<file path="src/rtl/mem_port_arbiter.sv">
// Round-robin arbiter sharing one single-ported memory between instruction fetch
// and load/store. A watchdog aborts any access that the memory never acknowledges.
module mem_port_arbiter #(
    parameter int DATA_WIDTH = 32,
    parameter int ADDR_WIDTH = 32,
    parameter int TIMEOUT    = 16
) (
    input  logic                  clk,
    input  logic                  rst,
    input  logic                  if_req,
    input  logic [ADDR_WIDTH-1:0] if_addr,
    output logic [DATA_WIDTH-1:0] if_rdata,
    output logic                  if_done,
    input  logic                  d_req,
    input  logic                  d_we,
    input  logic [ADDR_WIDTH-1:0] d_addr,
    input  logic [DATA_WIDTH-1:0] d_wdata,
    output logic [DATA_WIDTH-1:0] d_rdata,
    output logic                  d_done,
    output logic                  mem_req,
    output logic                  mem_we,
    output logic [ADDR_WIDTH-1:0] mem_addr,
    output logic [DATA_WIDTH-1:0] mem_wdata,
    input  logic [DATA_WIDTH-1:0] mem_rdata,
    input  logic                  mem_ack,
    output logic                  bus_err,
    output logic                  busy
);

    localparam int CW = $clog2(TIMEOUT);
    localparam logic [CW-1:0] CNT_MAX = CW'(TIMEOUT - 1);

    typedef enum logic [1:0] {IDLE, FETCH, DATA} state_t;

    state_t        state_q, state_d;
    logic          last_data_q, last_data_d;
    logic [CW-1:0] cnt_q, cnt_d;

    logic granted, ack_done, timeout;

    assign granted  = (state_q != IDLE);
    assign ack_done = granted && mem_ack;
    // A late ack in the final watchdog cycle still counts as a normal completion.
    assign timeout  = granted && !mem_ack && (cnt_q == CNT_MAX);

    always_comb begin
        state_d     = state_q;
        last_data_d = last_data_q;
        cnt_d       = cnt_q;
        case (state_q)
            IDLE: begin
                if (if_req && (!d_req || last_data_q)) begin
                    state_d     = FETCH;
                    last_data_d = 1'b0;
                    cnt_d       = '0;
                end else if (d_req) begin
                    state_d     = DATA;
                    last_data_d = 1'b1;
                    cnt_d       = '0;
                end
            end
            FETCH, DATA: begin
                if (ack_done || timeout) begin
                    state_d = IDLE;
                end else begin
                    cnt_d = cnt_q + 1'b1;
                end
            end
            default: state_d = IDLE;
        endcase
    end

    always_ff @(posedge clk) begin
        if (rst) begin
            state_q     <= IDLE;
            last_data_q <= 1'b1;
            cnt_q       <= '0;
        end else begin
            state_q     <= state_d;
            last_data_q <= last_data_d;
            cnt_q       <= cnt_d;
        end
    end

    always_comb begin
        mem_req   = 1'b0;
        mem_we    = 1'b0;
        mem_addr  = '0;
        mem_wdata = '0;
        if_done   = 1'b0;
        d_done    = 1'b0;
        if_rdata  = '0;
        d_rdata   = '0;
        case (state_q)
            FETCH: begin
                mem_req  = 1'b1;
                mem_addr = if_addr;
                if_done  = ack_done || timeout;
                if (ack_done) if_rdata = mem_rdata;
            end
            DATA: begin
                mem_req   = 1'b1;
                mem_we    = d_we;
                mem_addr  = d_addr;
                mem_wdata = d_wdata;
                d_done    = ack_done || timeout;
                if (ack_done) d_rdata = mem_rdata;
            end
            default: ;
        endcase
    end

    assign bus_err = timeout;
    assign busy    = granted;

endmodule

</file>
<file path="config.mk">
export PLATFORM = sky130hd
export DESIGN_NAME = mem_port_arbiter
export DESIGN_NICKNAME = d
export VERILOG_FILES = /design/src/rtl/mem_port_arbiter.sv
export SDC_FILE = /design/constraint.sdc
export NUM_CORES = 1
export LEC_CHECK = 0
export CAP_MARGIN = 20
export CELL_PAD_IN_SITES_DETAIL_PLACEMENT = 2
export CELL_PAD_IN_SITES_GLOBAL_PLACEMENT = 2
export CORE_MARGIN = 2
export CORE_UTILIZATION = 10
export CTS_BUF_LIST = sky130_fd_sc_hd__clkbuf_4 sky130_fd_sc_hd__clkbuf_8
export DETAILED_ROUTE_END_ITERATION = 10
export HOLD_SLACK_MARGIN = 0.1
export MAX_ROUTING_LAYER = met4
export PLACE_DENSITY = 0.95
export SLEW_MARGIN = 5
export SYNTH_ARGS = -nofsm -noshare
export SYNTH_HDL_FRONTEND = slang
export SYNTH_SLANG_ARGS = --single-unit
export TNS_END_PERCENT = 30
</file>
<file path="constraint.sdc">
create_clock -name clk -period 2.79 [get_ports clk]
set_input_delay 0.4185 -clock clk [delete_from_list [all_inputs] [get_ports clk]]
set_output_delay 0.4185 -clock clk [all_outputs]
set_load 0.01 [all_outputs]
</file>
Word-level counts from Yosys, hierarchy flattened
Cells that the tools add are included.
{"block": "op_classes", "n_reduce_logical": 16, "mux": 19, "add_sub_neg": 1, "eq_ne": 6}
{"cell": "2-to-1 mux 32 bit", "count": 4}
{"cell": "one-hot mux 32 bit (2 select lines)", "count": 1}
{"cell": "2-to-1 mux 4 bit", "count": 3}
{"cell": "one-hot mux 4 bit (2 select lines)", "count": 1}
{"cell": "2-to-1 mux 1 bit", "count": 6}
{"cell": "2-to-1 mux 2 bit", "count": 3}
{"cell": "nonzero test 2 bit", "count": 3}
{"cell": "adder 4 x 1 -> 4 bit, second input constant", "count": 1}
{"cell": "== test 4 bit, second input constant", "count": 1}
{"cell": "logical AND 1 bit", "count": 4}
{"cell": "one-hot mux 2 bit (2 select lines)", "count": 1}
{"cell": "AND reduction 2 bit", "count": 2}
{"cell": "!= test 3 bit, second input constant", "count": 1}
{"cell": "AND reduction 3 bit", "count": 1}
{"cell": "== test 2 x 1 -> 1 bit, second input constant", "count": 1}
{"cell": "== test 2 bit, second input constant", "count": 1}
{"cell": "zero test 1 bit", "count": 2}
{"cell": "zero test 2 bit", "count": 1}
{"cell": "logical OR 1 bit", "count": 2}
{"cell": "!= test 2 x 1 -> 1 bit, second input constant", "count": 1}
{"cell": "!= test 2 bit, second input constant", "count": 1}
{"cell": "OR reduction 2 bit", "count": 1}
{"block": "totals", "in_bits": 134, "output_inout_bits": 134, "elab_cells": 45, "register_bits": 7}

Longest topological paths before layout
Gate-level depths: netlist of the first run.
{"block": "depth", "word_depth": 6, "depth_mapped": 7, "depth_no_buf": 6}

Worst setup path after synthesis of the first run
No wires, ideal clock.
{"block": "synth_path", "kind": "flip-flop to output port", "startpoint": "register state_q[0]", "endpoint": "output port mem_addr[10]", "arrival_ns": 1.443, "path_stages_with_launch": 6, "required_time_ns": 2.372, "setup_slack_ns": 0.928, "path_cell_list": "dfxtp_1 > inv_1 > ha_1 > clkinv_1 > clkbuf_1 > nor2_1"}
{"block": "synth_between", "elab_chain_cells": 2, "elab_cells_between_ends": 3, "cone_classes": "eq/ne (2); mux (1)"}
{"element": "start, declared", "line": "35", "text": "state_t state_q, state_d;"}
{"element": "start signal, assigned", "line": "79", "text": "state_q <= state_d;"}
{"element": "== test 2 bit or == test 2 x 1 -> 1 bit (tied branches)", "line": "94", "text": "case (state_q)"}
{"element": "one-hot mux 32 bit (2 select lines) *", "line": "94"}
{"element": "end, declared", "line": "22", "text": "output logic [ADDR_WIDTH-1:0] mem_addr,"}
Every way passes the cells marked *; elsewhere a longest branch is shown, timed or not.

Final worst setup path of the first run
{"block": "layout_path", "startpoint": "register state_q[0]", "endpoint": "output port d_rdata[9]"}
{"block": "layout_between", "elab_chain_cells": 4, "elab_cells_between_ends": 5, "cone_classes": "eq/ne (1); mux (2); reduce/logical (2)"}
{"element": "nonzero test 2 bit", "line": "41", "text": "assign granted = (state_q != IDLE);"}
{"element": "logical AND 1 bit", "line": "42", "text": "assign ack_done = granted && mem_ack;"}
{"element": "2-to-1 mux 32 bit", "line": "107", "text": "if (ack_done) d_rdata = mem_rdata;"}
{"element": "2-to-1 mux 32 bit *", "line": "94"}
{"element": "end, declared", "line": "18", "text": "output logic [DATA_WIDTH-1:0] d_rdata,"}
Marks and branches as above.

==> results of run 1 <==
[flip-flops by register name, indices dropped and copies added, names as in the netlist]
signal,flops
cnt_q,4
state_q,2
last_data_q,1
[Yosys cell counts (2+ instances only)]
master and n:
nand2_1 2, ha_1 4, or3_1 2, a31oi_1 2, clkbuf_1 13, a22oi_1 32
and3_1 2, and2_1 100, dfxtp_1 7, a21oi_1 4, clkbuf_2 6, nand3_1 2
o32ai_1 4, inv_1 5, nor2_1 34, a32oi_1 2
[area by class of cell]
class                      instances  area share [%]
timing repair buffer             275           61.28
inverter                           7          0.5892
clock buffer                       4           1.094
sequential                         7           3.143
multi-input combinational        202           28.62
tap                              188           5.275
[layer usage]
metal	track usage [%]	wire (um)
met4	2.327	161
met5	-	0
met1	12.96	4069
met2	25.29	5991
met3	1.544	637
[logic make-up (layout without fill, tap and decap cells)]
group                      count (synthesis)  in the layout  share of synthesized area (%)
adders and majority gates                  4              4                          3.252
and+or+nand+nor                          150            150                          55.61
buffers and inverters                     29            286                          8.129
DFF                                        7              7                          9.105
AOI/OAI and AO/OA                         48             48                          23.90
[power by group through the flow]
stage                     registers, mW  logic, mW  clock network, mW
after global placement            0.126      0.948                  0
after detailed placement          0.128      0.998                  0
after global routing              0.129       1.06              0.166
after CTS                         0.127       1.00              0.157
after floorplan                   0.124      0.434                  0
final                             0.127      0.978              0.152
[path summary, 6_finish.rpt]
kind	to
worst max-delay path	d_rdata[9]
worst min-delay path	cnt_q[1]$_SDFFE_PP0P_
worst min register to register	cnt_q[1]$_SDFFE_PP0P_
worst max register to register	cnt_q[2]$_SDFFE_PP0P_
[worst min-delay path: stages, from the launching register on]
cell	delay, ns
dfxtp_1	0.32
nand2_1	0.07
a21oi_1	0.05
==> reports/results.txt, run 1 <==
Clk_lat worst skew = 0.22 ns
Ranking of synthesized cells by area = and2_1, a22oi_1, dfxtp_1
Num ports = 268
Antenna cell count = 0
Cells after Synth = 238
DPL Wire Length = 9353 um
CP top delay family = buffers and inverters
Worst hold path stage count = 2
Die width = 128.1 um
Num rows = 45
Placed Area = 4410 um2
Cell Int Power = 750.0 uW
FF-to-FF setup slack = 1.02 ns
Share of cells above drive strength 1 = 3.838%
Seq cells post-synth = 7
Setup crit end kind = output port
Yosys Warn Count = 0
CTS clk-pin slew, worst paths = 0.04 ns
Fill cells = 1735
Post-Route Setup TNS = 0 ns
Post-Place Setup Slack = 0.1949 ns
Grt ovf = 0
Post-synth EDFFs = 0
Post-route design area = 4459 um2
Synthesized area = 1539 um2
First-pass GRT wire length = 15990 um
Core area = 15150 um2
WP data arrival = 2.19 ns
Vias in the first global route = 3011
Clock Path Buffers = 2
DRC errors left = 0
Multi-input gate area = 1276 um2
Commonest cells after routing, fill and taps aside = clkdlybuf4s50_1, and2_1, nor2_1, a22oi_1, buf_4
Logic pwr share = 77.8%
Synth area leader = and2_1
Worst setup SP type = flip-flop
Die area = 16400 um2
Post_cts resized = 0
Final setup skew = 0.001005 ns
WP depth = 7
Cts hold-fix bufs = 0
Worst r2r path cells = 7
Sw Share = 40.34%
Clock sinks = 7
HP Class = reg2reg
Outcome = finished, final reports clean
CTS buffer count = 3
Worst r2r src = state_q[0]$_SDFFE_PP0P_
GP Congestion = 0.7090
Slack of the critical path = 0.1803 ns
Max VDD drop = 0.3160 mV
GRT Total Usage = 12.55%
Setup repair bufs after CTS = 0
Initial Utilization = 10.16%
Slew HR = 71.04%
Avg Inst Size Synth = 6.466 um2
Area growth syn-to-layout = 189.8%
RSZ-0062 raised after global routing = no
Core Util, Final = 29.44%
Area share of the largest cell type after synthesis = 40.65%
Top_reg_cell synth = dfxtp_1
Slowest library cell on the worst path = clkdlybuf4s50_1
CTS tree = done
Number of max-cap violations = 0
Total number of vias = 2776
Worst path max stage delay = 0.57 ns
CP required = 2.37 ns
Reg area = 140.1 um2
Async S/R FF share, synth = 0%
Clock network power share = 12.1%
Hold Vio Cnt, Final = 0
Chip height = 128.1 um
CTS HTree Levels = 1
Largest net degree at the start of global routing = 39
Non-filler cells, final = 683
Iteration-0 DRC Markers = 71
DP Cell Count = 679
Register area share after synthesis = 9.106%
Root buf cell = clkbuf_8
Critical Path Start = state_q[0]$_SDFFE_PP0P_
Antenna viol nets, final = 0
Overall power = 1.257 mW
Worst Tran Pin Value = 0.4324 ns
Distinct cell type count after synthesis = 33
Cell area power density = 281.9 nW/um2
Tmin final = 2.610 ns
CP Cell Sequence = inv_1 -> ha_1 -> inv_2 -> and3_1 -> buf_4 -> and2_1 -> clkdlybuf4s50_1
Crit path buffers/inverters = 4
Drt first pass iters = 4
Slew Limit Fails = 0
CP max FO = 32
Synth Net Count = 376
LEAKAGE = 1.587 nW
Min Hold Slack = 0.4923 ns
Routed WL = 10860 um
Initial antenna violation count = 0
Finish-stage setup viols = 0
Routed WL per cell = 15.90 um
P_sw = 507.2 uW
Worst Min Path Start = cnt_q[1]$_SDFFE_PP0P_
Input/output buffers = 267
Commonest non-fill, non-tap cell in the layout = clkdlybuf4s50_1
Seq pwr share = 10.1%
Drt via density = 4.064
WS Path Type = reg2out
Fmax = 383.2 MHz
Final net count = 634
Final worst-path cycle share = 93.54%
Power figures use the tool's default switching activity.
==> inputs of run 2 (changes only) <==
CORE_MARGIN = default   (was 2)
MAX_ROUTING_LAYER = default   (was met4)
==> reports/results.txt, run 2 (same netlist as run 1, synthesis figures left out) <==
Outcome = finished, final reports clean
Max reg flops = 4
Drt via density = 4.057
Num rows = 44
CP top delay family = buffers and inverters
Die area = 15890 um2
Clk_lat worst skew = 0.22 ns
Tmin final = 2.597 ns
Post_cts resized = 0
CTS tree = done
Clock Path Buffers = 2
Setup repair bufs after CTS = 0
Antenna viol nets, final = 0
Num ports = 268
Crit path buffers/inverters = 4
Die width = 126.1 um
DP Cell Count = 676
Input/output buffers = 267
WS Path Type = reg2out
Initial antenna violation count = 0
Total number of vias = 2759
Routed WL per cell = 16.33 um
Slowest library cell on the worst path = clkdlybuf4s50_1
Chip height = 126.1 um
Non-filler cells, final = 680
Cts hold-fix bufs = 0
Largest net degree at the start of global routing = 43
Root buf cell = clkbuf_8
Slew HR = 71.18%
DRC errors left = 0
GP Congestion = 0.8159
Max VDD drop = 0.2511 mV
Fmax = 385.0 MHz
Commonest cells after routing, fill and taps aside = clkdlybuf4s50_1, and2_1, nor2_1, a22oi_1, buf_4
WP data arrival = 2.18 ns
Final worst-path cycle share = 93.09%
Vias in the first global route = 3089
Hold Vio Cnt, Final = 0
Final setup skew = 0.002339 ns
DPL Wire Length = 9494 um
WP depth = 7
CTS HTree Levels = 1
Finish-stage setup viols = 0
CTS clk-pin slew, worst paths = 0.04 ns
Commonest non-fill, non-tap cell in the layout = clkdlybuf4s50_1
CP required = 2.37 ns
Core area = 14750 um2
Overall power = 1.274 mW
Setup crit end kind = output port
RSZ-0062 raised after global routing = no
Worst path max stage delay = 0.55 ns
Largest registers = cnt_q: 4 flops, state_q: 2 flops, last_data_q: 1 flops
Most flop-heavy register = cnt_q
Slew Limit Fails = 0
Share of cells above drive strength 1 = 4.032%
LEAKAGE = 1.592 nW
First-pass GRT wire length = 16700 um
FF-to-FF setup slack = 1.01 ns
Cell area power density = 285.5 nW/um2
CP max FO = 32
Antenna cell count = 0
HP Class = reg2reg
CTS buffer count = 3
Grt ovf = 0
Iteration-0 DRC Markers = 52
Post-Route Setup TNS = 0 ns
Worst r2r path cells = 7
Drt first pass iters = 4
Final net count = 635
Initial Utilization = 10.43%
Number of max-cap violations = 0
CP Cell Sequence = inv_1 -> ha_1 -> inv_2 -> and3_1 -> buf_4 -> and2_1 -> clkdlybuf4s50_1
Worst Tran Pin Value = 0.4323 ns
Area growth syn-to-layout = 189.9%
Post-route design area = 4462 um2
Routed WL = 11100 um
Clock sinks = 7
Placed Area = 4413 um2
GRT Total Usage = 13.13%
Worst setup SP type = flip-flop
Worst hold path stage count = 2
-- run 2: where the power goes --
part,switching [mW],total [mW],internal (mW),leakage (nW)
registers,0.0131,0.127,0.114,0.0571
clock network,0.0437,0.152,0.109,0.0262
logic,0.459,0.995,0.536,1.51
-- run 2: per-stage QoR --
step	utilization, %	setup WS (ns)	hold WS (ns)
2_1_floorplan	-	0.9284	0.4492
3_3_place_gp	29.91	0.2340	0.4599
3_5_place_dp	29.91	0.1843	0.4795
4_1_cts	30.24	0.1216	0.4845
5_1_grt	30.24	0.04677	0.5248
6_report	30.24	0.1929	0.4777
-- run 2: path summary, 6_finish.rpt --
kind | start | to
max reg2reg | state_q[0]$_SDFFE_PP0P_ | cnt_q[2]$_SDFFE_PP0P_
max | state_q[0]$_SDFFE_PP0P_ | d_rdata[14]
min | cnt_q[1]$_SDFFE_PP0P_ | cnt_q[1]$_SDFFE_PP0P_
min reg2reg | cnt_q[1]$_SDFFE_PP0P_ | cnt_q[1]$_SDFFE_PP0P_
-- run 2: worst min-delay path, cell delays in order (launching register included) --
cell,delay (ns)
dfxtp_1,0.32
nand2_1,0.06
a21oi_1,0.05
-- run 2: cell type report --
type                    count  area [um2]
repair buffers            276        2740
clock buffers               4       48.80
well taps                 184       230.2
fillers                  1721       10290
flip-flops and latches      7       140.1
inverters                   7       26.28
multi-input cells         202        1276
-- run 2: layer usage --
metal / share of wire [%] / GRT usage [%] / vias to the layer above / routed length, um
li1: - / - / 1311 / -
met1: 36 / 13.62 / 1306 / 4013
met2: 57 / 28.05 / 134 / 6354
met3: 6.1 / 1.827 / 8 / 682
met4: 0.48 / 1.063 / 0 / 53
met5: 0 / 0 / - / 0
==> inputs of run 3 (changes only) <==
CAP_MARGIN = default   (was 20)
==> results of run 3 <==
Same layout as run 2: the final DEF is identical, and so are final timing and power.
